`config.mk`:
```
export PLATFORM = sky130hd
export DESIGN_NAME = lock_code_sender
export DESIGN_NICKNAME = d
export VERILOG_FILES = /design/src/rtl/lock_code_sender.sv
export SDC_FILE = /design/constraint.sdc
export NUM_CORES = 1
export LEC_CHECK = 0
export BUFFER_PORTS_ARGS = -buffer_cell sky130_fd_sc_hd__buf_2
export CORE_MARGIN = 4
export CORE_UTILIZATION = 50
export DETAILED_ROUTE_END_ITERATION = 12
export GPL_TIMING_DRIVEN = 0
export HOLD_SLACK_MARGIN = 0.08
export PLACE_DENSITY_LB_ADDON = 0.15
export SKIP_LAST_GASP = 1
export SLEW_MARGIN = 30
export SYNTH_ARGS = -nofsm -noshare
export SYNTH_HDL_FRONTEND = slang
export SYNTH_SLANG_ARGS = --single-unit
```
`constraint.sdc`:
```
create_clock -name clk -period 1.8 [get_ports clk]
set_clock_uncertainty 0.1 [all_clocks]
set_input_delay 0.09 -clock clk [delete_from_list [all_inputs] [get_ports clk]]
set_output_delay 0.09 -clock clk [all_outputs]
set_load 0.005 [all_outputs]
```
`src/rtl/lock_code_sender.sv`:
```
// Purpose: plays a fixed button press code into the lock, waits for unlock, retries on timeout.
// Latency: first press the cycle after start is sampled; done/fail one cycle after the deciding WAIT cycle.
// Backpressure: none; start is only looked at while idle, there is no request queue.
module lock_code_sender #(
    parameter int                  CODE_LEN   = 6,
    parameter logic [CODE_LEN-1:0] CODE       = 6'b001011,
    parameter int                  GAP_CYCLES = 2,
    parameter int                  TIMEOUT    = 8,
    parameter int                  RETRIES    = 1
) (
    input  logic clk,
    input  logic rst,
    input  logic start,
    input  logic unlock,
    output logic button_0,
    output logic button_1,
    output logic busy,
    output logic done,
    output logic fail
);

    localparam int SW = $clog2(CODE_LEN + 1);
    localparam int GW = (GAP_CYCLES > 0) ? $clog2(GAP_CYCLES + 1) : 1;
    localparam int WW = $clog2(TIMEOUT + 1);
    localparam int AW = $clog2(RETRIES + 2);

    // Code zero-extended to a power of two so a step-wide index always fits exactly.
    localparam logic [(1 << SW)-1:0] CODE_PAD  = {{((1 << SW) - CODE_LEN){1'b0}}, CODE};
    localparam logic [SW-1:0]        STEP_LAST = SW'(CODE_LEN - 1);
    localparam logic [GW-1:0]        GAP_LAST  = GW'((GAP_CYCLES > 0) ? GAP_CYCLES - 1 : 0);
    localparam logic [WW-1:0]        WAIT_LAST = WW'(TIMEOUT - 1);
    localparam logic [AW-1:0]        ATT_MAX   = AW'(RETRIES);

    typedef enum logic [1:0] {
        S_IDLE,
        S_PRESS,
        S_GAP,
        S_WAIT
    } state_t;

    state_t          r_state;
    logic [SW-1:0]   r_step;
    logic [GW-1:0]   r_gap;
    logic [WW-1:0]   r_wait;
    logic [AW-1:0]   r_attempt;
    logic [SW-1:0]   w_step_nxt;
    logic            w_bit_first;
    logic            w_bit_nxt;

    assign w_step_nxt  = r_step + SW'(1);
    assign w_bit_first = CODE_PAD[0];
    assign w_bit_nxt   = CODE_PAD[w_step_nxt];

    // Sequencer: registered outputs are set for the state being entered, so a button
    // is high exactly in its PRESS cycle. The final press has no trailing gap: WAIT
    // starts the cycle right after it.
    always_ff @(posedge clk or negedge rst) begin
        if (!rst) begin
            r_state   <= S_IDLE;
            r_step    <= '0;
            r_gap     <= '0;
            r_wait    <= '0;
            r_attempt <= '0;
            button_0  <= 1'b0;
            button_1  <= 1'b0;
            busy      <= 1'b0;
            done      <= 1'b0;
            fail      <= 1'b0;
        end else begin
            button_0 <= 1'b0;
            button_1 <= 1'b0;
            done     <= 1'b0;
            fail     <= 1'b0;
            case (r_state)
                S_IDLE: begin
                    if (start) begin
                        r_state   <= S_PRESS;
                        r_step    <= '0;
                        r_attempt <= '0;
                        busy      <= 1'b1;
                        button_1  <= w_bit_first;
                        button_0  <= ~w_bit_first;
                    end
                end
                S_PRESS: begin
                    if (r_step == STEP_LAST) begin
                        r_state <= S_WAIT;
                        r_wait  <= '0;
                    end else if (GAP_CYCLES > 0) begin
                        r_state <= S_GAP;
                        r_gap   <= '0;
                    end else begin
                        r_step   <= w_step_nxt;
                        button_1 <= w_bit_nxt;
                        button_0 <= ~w_bit_nxt;
                    end
                end
                S_GAP: begin
                    if (r_gap == GAP_LAST) begin
                        r_state  <= S_PRESS;
                        r_step   <= w_step_nxt;
                        button_1 <= w_bit_nxt;
                        button_0 <= ~w_bit_nxt;
                    end else begin
                        r_gap <= r_gap + GW'(1);
                    end
                end
                S_WAIT: begin
                    if (unlock) begin
                        r_state <= S_IDLE;
                        busy    <= 1'b0;
                        done    <= 1'b1;
                    end else if (r_wait == WAIT_LAST) begin
                        if (r_attempt < ATT_MAX) begin
                            r_state   <= S_PRESS;
                            r_step    <= '0;
                            r_attempt <= r_attempt + AW'(1);
                            button_1  <= w_bit_first;
                            button_0  <= ~w_bit_first;
                        end else begin
                            r_state <= S_IDLE;
                            busy    <= 1'b0;
                            fail    <= 1'b1;
                        end
                    end else begin
                        r_wait <= r_wait + WW'(1);
                    end
                end
                default: begin
                    r_state <= S_IDLE;
                    busy    <= 1'b0;
                end
            endcase
        end
    end

endmodule

```
==> impl_results.md, run 1 <==
- Status: completed
- Drt first-iter violations: 23
- CTS tree: done
- RSZ-0062 raised after global routing: false
- Initial Util: 52.1%
- Crit path time final: 1.62 ns
- Largest family of logic cells by synthesized area: simple AND/OR/NAND/NOR gates
- H-tree depth: 1
- Reg2Reg Launch Point: r_gap[1]
- Final GP Congestion: 0.829
- # placed instances: 139
- Max stage delay on crit path: 0.41 ns
- Area growth syn-to-layout: 12.9%
- Drt via density: 5.47
- CP startpoint kind: flop
- Part of the Yosys area used for sequential elements: 44.5%
- Setup CP Type: reg2reg
- Max Slew Vio Count: 0
- Multiplexer share of the synthesized area: 4.94%
- Routed len/inst: 13.4 um
- Worst R2R End: r_step[1]
- Clock slew seen by the registers of the worst setup and hold paths: 0.10 ns
- Cells along the critical path: inv_1 > ha_1 > mux2i_1 > or2_2 > a31o_2
- EDFF count, synth: 0
- Antenna Nets Post-Route: 0
- Wire length of the first global-routing pass: 3.38 mm
- Max_cap viols: 0
- Post-Synthesis Cells: 104
- Setup_tns: 0 ns
- Final hold violations: 0
- Required time of the critical path: 1.90 ns
- Final setup fails: 0
- Buffers added on ports: 8
- Detailed placement HPWL: 1.44 mm
- Post-synth ARST share: 100%
- Pre-Repair DR Iteration Count: 4
- Area fraction in compound gates after synthesis: 16.2%
- Die ar.: 2810 um^2
- Fmax: 616 MHz
- Num rows: 16
- Setup crit end kind: flop
- Crit path to: r_step[1]
- Area leader, netlist: dfrtp_1
- Max-slew headroom: 65.7%
- Initial antenna violation count: 0
- Synth cell types: 35
- Syn avg cell area: 9.73 um^2
- Final wirelength: 1.95 mm
- Pwr dens: 1610 nW/um^2
- Slowest library cell on the worst path: dfrtp_1
- CP startpoint: r_gap[1]
- Longest Clk Path Bufs: 2
- CP bufs+invs: 1
- Crit-path max FO: 7
- Post-Synth Adder-Cell Area: 6.18%
- # diodes: 0
- Period utilization: 90.1%
- CP arrival: 1.72 ns
- Leak: 0.000539 uW
- Xor and xnor area share after synthesis: 2.60%
- Core ar.: 1940 um^2
- DRC viols: 0
- HP Class: in2reg
- Synth area leaders: dfrtp_1, ha_1, nand2_1
- Simple-gate share of the synthesized area: 21.4%
- Main synth FF type: dfrtp_1
- Largest net degree at the start of global routing: 19
- Die Width: 53.0 um
- Die height: 53.0 um
- Vias: 793
- GRT overflow: 0
- Worst-margin pin slew: 0.515 ns
- Yosys top cell area share: 44.5%
- Fin cells: 145
- Reg2Reg Depth: 5
- Layout cells sized above 1: 16.9%
- Clock sinks: 18
- CP Depth: 5
- Syn Std Cell Area: 1010 um^2
- Number of global-route vias before repair: 761
- Crit-path leading delay family: flip-flops
- CTS buffer count: 3
- Root Driver: clkbuf_4
- Layout Nets: 128
- YS warnings: 0
- GRT Util Overall: 17.0%
- I/O Pins: 9
- Worst R2R Setup Slack: 0.18 ns
- Mapped Nets: 113
- Final Core Density: 58.8%
- Worst vdd rail ir drop: 742 uV
- #FFs+latches synth: 18
- Clock Latency Late Sink: 0.30 ns
## worst min-delay path by stage
stage	startpoint	endpoint	slack, ns	cells after the start
3_3_place_gp	rst	done	-0.05	1
4_1_cts	start	r_attempt[1]	0.13	4
3_5_place_dp	rst	r_step[0]	-0.06	1
6_report	start	r_step[0]	0.13	4
5_1_grt	start	button_1	0.15	3
2_1_floorplan	rst	busy	-0.31	0
## synth_stat cells, types with 2 or more instances
library cell  number
nand3b_1           2
nand2_1           14
ha_1               5
o211ai_1           4
nor2b_1            4
xor2_1             2
a21oi_1            2
inv_1              4
o21ai_0            5
a22o_1             2
a41oi_1            2
nand2b_1           2
dfrtp_1           18
nor2_1             9
nand3_1            4
a211oi_1           2
mux2i_1            5
## where the power goes
group / internal, uW / leakage [uW] / switching, uW / total, uW
combinational: 414 / 0.000291 / 483 / 896
clock: 123 / 0.0000210 / 128 / 251
sequential: 558 / 0.000228 / 130 / 687
## kinds of logic after synthesis
kind of cell,after synthesis
compound gates,23
xor+xnor,3
fa+ha+maj,5
buf+inv,8
flops,18
mux,5
simple gates,42
## sequential cells by signal (all words and copies together) (netlist names)
signal and cells:
button_0 1, button_1 1, busy 1, r_attempt 2, done 1, r_step 3, r_wait 4, r_state 2
r_gap 2, fail 1
## per-layer routing
metal / wire (um) / track usage [%] / up-vias / share of wire (%)
met3: 57 / 3.38 / 4 / 2.9
met4: 34 / 8.94 / 0 / 1.7
met5: 0 / 0 / - / 0
met1: 951 / 21.7 / 377 / 49
met2: 904 / 26.9 / 14 / 46
li1: - / - / 398 / -
## worst register-to-register path, cell delays in order (launching register included)
cell and delay [ns]:
dfrtp_1 0.41, inv_1 0.06, ha_1 0.29, mux2i_1 0.11, or2_2 0.31, a31o_2 0.25
## through the flow
step	setup slack (ns)	hold slack (ns)	cell area (um^2)	total power [uW]
global route	0.0795	0.145	1140	1990
detailed placement	0.184	-0.0562	1090	1590
CTS	0.169	0.125	1140	1850
finish	0.178	0.132	1140	1830
global placement	0.192	-0.0528	1090	1560
floorplan	0.309	-0.306	1010	1370
## placed cells by master (no fill, tap or decap), drive strengths merged
| cell type | count |
|---|---|
| dfrtp | 18 |
| and2 | 1 |
| a31oi | 1 |
| and3 | 2 |
| a211oi | 2 |
| nor2 | 9 |
| o21ba | 1 |
| nand3 | 4 |
| nand3b | 2 |
| a41oi | 2 |
| a31o | 1 |
| xnor2 | 1 |
| and2b | 1 |
| a22oi | 1 |
| o211ai | 4 |
| nor2b | 4 |
| clkbuf | 5 |
| o22a | 1 |
| nand2b | 2 |
| nand2 | 15 |
| mux2i | 5 |
| inv | 4 |
| a21oi | 2 |
| buf | 11 |
| xor2 | 2 |
| dlygate4sd3 | 2 |
| o21ai | 5 |
| o21a | 1 |
| and3b | 1 |
| a22o | 2 |
| or2 | 1 |
| ha | 5 |
## final cells by class
class / instances / area [um^2]
clock buffer: 4 / 36.3
buffer: 4 / 27.5
inverter: 4 / 15.0
tap: 27 / 33.8
timing repair buffer: 10 / 60.1
fill: 189 / 800
sequential: 18 / 450
multi-input combinational: 78 / 519
## what timing repair did
action,in CTS,in global routing
endpoints found under the hold margin,19,0
resized for setup,0,0
hold buffers,2,0
setup endpoints to repair,0,0
buffers inserted,0,0
No activity file was read; power rests on OpenSTA's default activity.
==> inputs of run 2 (changes only) <==
ABC_AREA = 1   (was not set)
GPL_TIMING_DRIVEN = not set   (was 0)
==> impl_results.md, run 2 <==
- Synth cell types: 16
- HP Class: in2async
- I/O Pins: 9
- Crit-path max FO: 7
- Drt first-iter violations: 28
- Storage element area: 450 um^2
- Area growth syn-to-layout: 14.0%
- Worst R2R Setup Slack: 0.21 ns
- Drt via density: 4.92
- Fmax: 631 MHz
- Part of the Yosys area used for sequential elements: 46.0%
- Die ar.: 2730 um^2
- H-tree depth: 1
- Post-synth ARST share: 100%
- Yosys top cell area share: 46.0%
- Post-cts hold buffer count: 3
- Worst vdd rail ir drop: 754 uV
- Design Area, Final: 1120 um^2
- Num rows: 15
- Syn Std Cell Area: 980 um^2
- Initial antenna violation count: 0
- Leak: 0.000649 uW
- Routed len/inst: 10.3 um
- Area leader, netlist: dfrtp_1
- DRC viols: 0
- Wire length of the first global-routing pass: 3.19 mm
- Required time of the critical path: 1.89 ns
- Clock sinks: 18
- Most common cell after layout, fill and taps aside: nand2_1
- GRT overflow: 0
- EDFF count, synth: 0
- Detailed placement HPWL: 1.34 mm
- Max reg flops: 4
- # Post-CTS Setup Buffers: 0
- GRT Util Overall: 15.9%
- Clock slew seen by the registers of the worst setup and hold paths: 0.10 ns
- CP startpoint: r_wait[0]
- CTS buffer count: 3
- CP startpoint kind: flop
- Setup_tns: 0 ns
- Vias: 841
- RSZ-0062 raised after global routing: false
- Setup CP Type: reg2reg
- Layout Nets: 156
- Biggest register: r_wait
- Syn avg cell area: 7.48 um^2
- Status: completed
- CP arrival: 1.68 ns
- Largest regs: r_wait x4, r_step x3
- Period utilization: 88.1%
- Final GP Congestion: 0.826
- Setup crit end kind: flop
- Crit path time final: 1.59 ns
- Clock Latency Late Sink: 0.29 ns
- Pwr dens: 1390 nW/um^2
- Core ar.: 1780 um^2
- Final hold violations: 0
- Layout cells sized above 1: 11.0%
- Reg2Reg Depth: 6
- Final wirelength: 1.77 mm
- Buffers added on ports: 8
- Post-synth top cells: nand2_1, nor2_1, dfrtp_1
- Pre-Repair DR Iteration Count: 4
- Max Slew Vio Count: 0
- YS warnings: 0
- Fillers: 171
- Antenna Nets Post-Route: 0
- Longest Clk Path Bufs: 2
- Worst-margin pin slew: 0.402 ns
- Multi-input gate area: 472 um^2
- Main synth FF type: dfrtp_1
- Die height: 52.3 um
- Most frequent cells in the layout: nand2_1, nor2_1, dfrtp_1
- #FFs+latches synth: 18
- CTS tree: done
- Worst R2R End: r_step[0]
- Number of global-route vias before repair: 821
- Mapped Nets: 140
- Die Width: 52.3 um
- Final setup fails: 0
- Placement Cell Area: 1050 um^2
- Crit path to: r_step[0]
- Post-cts sizing count: 0
- Max-slew headroom: 73.2%
- Largest net degree at the start of global routing: 19
- Synth area leaders: dfrtp_1, nand2_1, nor2_1
- Max_cap viols: 0
- Initial Util: 54.9%
- Count leader, synth: nand2_1
- Post-Synthesis Cells: 131
- # diodes: 0
- Reg2Reg Launch Point: r_wait[0]
- Root Driver: clkbuf_4
run 2: cells by family after synthesis:
kind of cell / count (synthesis) / synth area share, %
AO/OA/AOI/OAI: 5 / 2.94
XOR/XNOR: 3 / 2.68
adder cells (fa/ha/maj): 5 / 6.39
buffers and inverters: 15 / 5.87
flip-flops: 18 / 46.0
AND/OR/NAND/NOR: 85 / 36.1
run 2: power breakdown:
part / switching [uW] / internal (uW)
logic: 459 / 240
clock network: 120 / 123
registers: 96.9 / 517
run 2: final cells by class:
cell class	count	area share, %
well taps	25	2.80
repair buffers	11	6.27
multi-input cells	98	42.2
inverters	15	5.15
flip-flops and latches	18	40.3
clock buffers	4	3.25
run 2: per-layer routing:
| metal | GRT usage (%) | vias to the layer above | wire, um |
|---|---|---|---|
| li1 | - | 441 | - |
| met4 | 10.2 | 0 | 27 |
| met5 | 0 | - | 0 |
| met3 | 2.56 | 4 | 98 |
| met2 | 24.1 | 22 | 780 |
| met1 | 20.9 | 374 | 861 |
run 2: per-stage QoR:
step	util, %	power, uW	hold WS [ns]	std cells	setup slack (ns)
global route	62.7	1730	0.173	171	0.0432
detailed placement	58.9	1320	-0.0576	164	0.259
finish	62.7	1560	0.150	171	0.215
floorplan	-	1140	-0.306	131	0.410
global placement	58.9	1300	-0.0615	164	0.293
CTS	62.7	1580	0.149	171	0.225
run 2: worst min-delay path by stage:
stage	from	endpoint	slack (ns)
floorplan	rst	busy	-0.31
global placement	rst	button_0	-0.06
detailed placement	rst	r_gap[1]	-0.06
CTS	rst	r_gap[1]	0.15
global route	rst	r_gap[0]	0.17
finish	rst	r_gap[1]	0.15
run 2: worst max-delay path, cell delays in order (launching register included):
cell	delay [ns]
dfrtp_1	0.40
ha_1	0.20
nand3_1	0.23
o21ai_2	0.30
nand2_1	0.14
nand2_1	0.08
nand2_1	0.04
==> inputs of run 3 (changes only) <==
CORE_UTILIZATION = 60   (was 50)
CTS_BUF_LIST = sky130_fd_sc_hd__clkbuf_2   (was not set)
==> impl_results.md, run 3 (synthesized netlist as in run 2, its figures left out) <==
- I/O Pins: 9
- Worst-margin pin slew: 0.391 ns
- Wire length of the first global-routing pass: 3.32 mm
- Clock Latency Late Sink: 0.30 ns
- Layout Nets: 156
- CTS buffer count: 3
- Fmax: 621 MHz
- Clock power frac: 11.4%
- Max reg flops: 4
- Final GP Congestion: 0.889
- Core ar.: 1520 um^2
- # Post-CTS Setup Buffers: 0
- H-tree depth: 1
- CTS tree: done
- Final setup fails: 0
- Largest regs: r_wait x4, r_step x3
- Die ar.: 2340 um^2
- Detailed placement HPWL: 1.42 mm
- Most frequent cells in the layout: nand2_1, nor2_1, dfrtp_1
- Routed len/inst: 11.4 um
- RSZ-0062 raised after global routing: false
- Initial Util: 64.3%
- # diodes: 0
- Max_cap viols: 0
- Seq pwr share: 41.2%
- Drt via density: 5.22
- Max Slew Vio Count: 0
- Design Area, Final: 1090 um^2
- Clock sinks: 18
- Leak: 0.000642 uW
- Combinational share of power: 47.4%
- Largest net degree at the start of global routing: 19
- Sw Ratio: 46.1%
- Setup crit end kind: flop
- Crit-path max FO: 7
- Required time of the critical path: 1.92 ns
- Clock slew seen by the registers of the worst setup and hold paths: 0.16 ns
- Final Core Density: 71.4%
- Setup CP Type: reg2reg
- Area growth syn-to-layout: 11.1%
- Net Switching: 689 uW
- Die height: 48.4 um
- Worst vdd rail ir drop: 918 uV
- Max stage delay on crit path: 0.42 ns
- Most common cell after layout, fill and taps aside: nand2_1
- Buffers added on ports: 8
- Period utilization: 89.5%
- GRT overflow: 0
- Die Width: 48.4 um
- Drt first-iter violations: 30
- Setup_tns: 0 ns
- Placement Cell Area: 1040 um^2
- Longest Clk Path Bufs: 2
- CP startpoint kind: flop
- Crit path time final: 1.61 ns
- HP Class: in2async
- Status: completed
- Biggest register: r_wait
- Root Driver: clkbuf_2
- Slowest library cell on the worst path: dfrtp_1
- Number of global-route vias before repair: 792
- Layout cells sized above 1: 10.3%
- Internal power: 805 uW
- Cells along the critical path: ha_1 > nand3_1 > o21ai_2 > nand2_1 > nand2_1 > nand2_1
- Vias: 846
- Antenna Nets Post-Route: 0
- Fin Hold WS: 0.118 ns
- Final wirelength: 1.84 mm
- DRC viols: 0
- Initial antenna violation count: 0
- Final hold violations: 0
- CP arrival: 1.73 ns
- GRT Util Overall: 17.9%
- Pre-Repair DR Iteration Count: 4
- Num rows: 14
- Max-slew headroom: 73.9%
- CP most frequent cell: nand2_1
- Pwr dens: 1370 nW/um^2
[run 3: cell count changes in the layout (fill, tap and decap cells not counted), sizes merged]
cell / previous run / this run
clkbuf: 4 / 3
clkinv: 1 / 2
[run 3: area by class of cell]
type / instances / area (um^2)
flip-flops and latches: 18 / 450
repair buffers: 11 / 70.1
well taps: 16 / 20.0
inverters: 15 / 57.6
fillers: 128 / 435
clock buffers: 3 / 15.0
multi-input cells: 98 / 472
clock inverters: 1 / 3.75
[run 3: per-stage QoR]
| stage | power [uW] | setup WS [ns] | cells |
|---|---|---|---|
| after floorplan | 1140 | 0.410 | 131 |
| after global placement | 1300 | 0.318 | 155 |
| after detailed placement | 1320 | 0.229 | 155 |
| after CTS | 1500 | 0.211 | 162 |
| after global routing | 1660 | 0.0721 | 162 |
| final | 1490 | 0.189 | 162 |
[run 3: power groups by stage]
| stage | logic (uW) | registers (uW) | clock network [uW] |
|---|---|---|---|
| after floorplan | 536 | 607 | 0 |
| after global placement | 683 | 618 | 0 |
| after detailed placement | 698 | 623 | 0 |
| after CTS | 708 | 615 | 177 |
| after global routing | 826 | 634 | 204 |
| final | 708 | 616 | 171 |
[run 3: critical path, delay by kind of cell (launching register included)]
family,cells,cell delay (ns)
AND/OR/NAND/NOR,4,0.50
flip-flops,1,0.42
AO/OA/AOI/OAI,1,0.31
adder cells (fa/ha/maj),1,0.20
[run 3: worst paths after layout]
kind	startpoint	endpoint	slack [ns]	cells past startpoint
max in group asynchronous	rst	button_1	1.21	2
min	rst	button_0	0.12	2
min reg2reg	busy	busy	0.39	2
max	r_wait[0]	r_step[1]	0.19	6
max reg2reg	r_wait[0]	r_step[1]	0.19	6
min in group clk	busy	busy	0.39	2
[run 3: routing by layer]
layer | part of all wire (%) | GRT usage, % | vias up
li1 | - | - | 443
met2 | 47 | 28.9 | 24
met5 | 0 | 0 | -
met4 | 2.6 | 9.68 | 0
met3 | 4.7 | 2.76 | 5
met1 | 45 | 22.8 | 374
[run 3: what timing repair did]
item                                    CTS  global route
endpoints found under the setup margin    0             0
hold endpoints to repair                 23             0
hold buffers                              3             0
gates resized for setup                   0             0
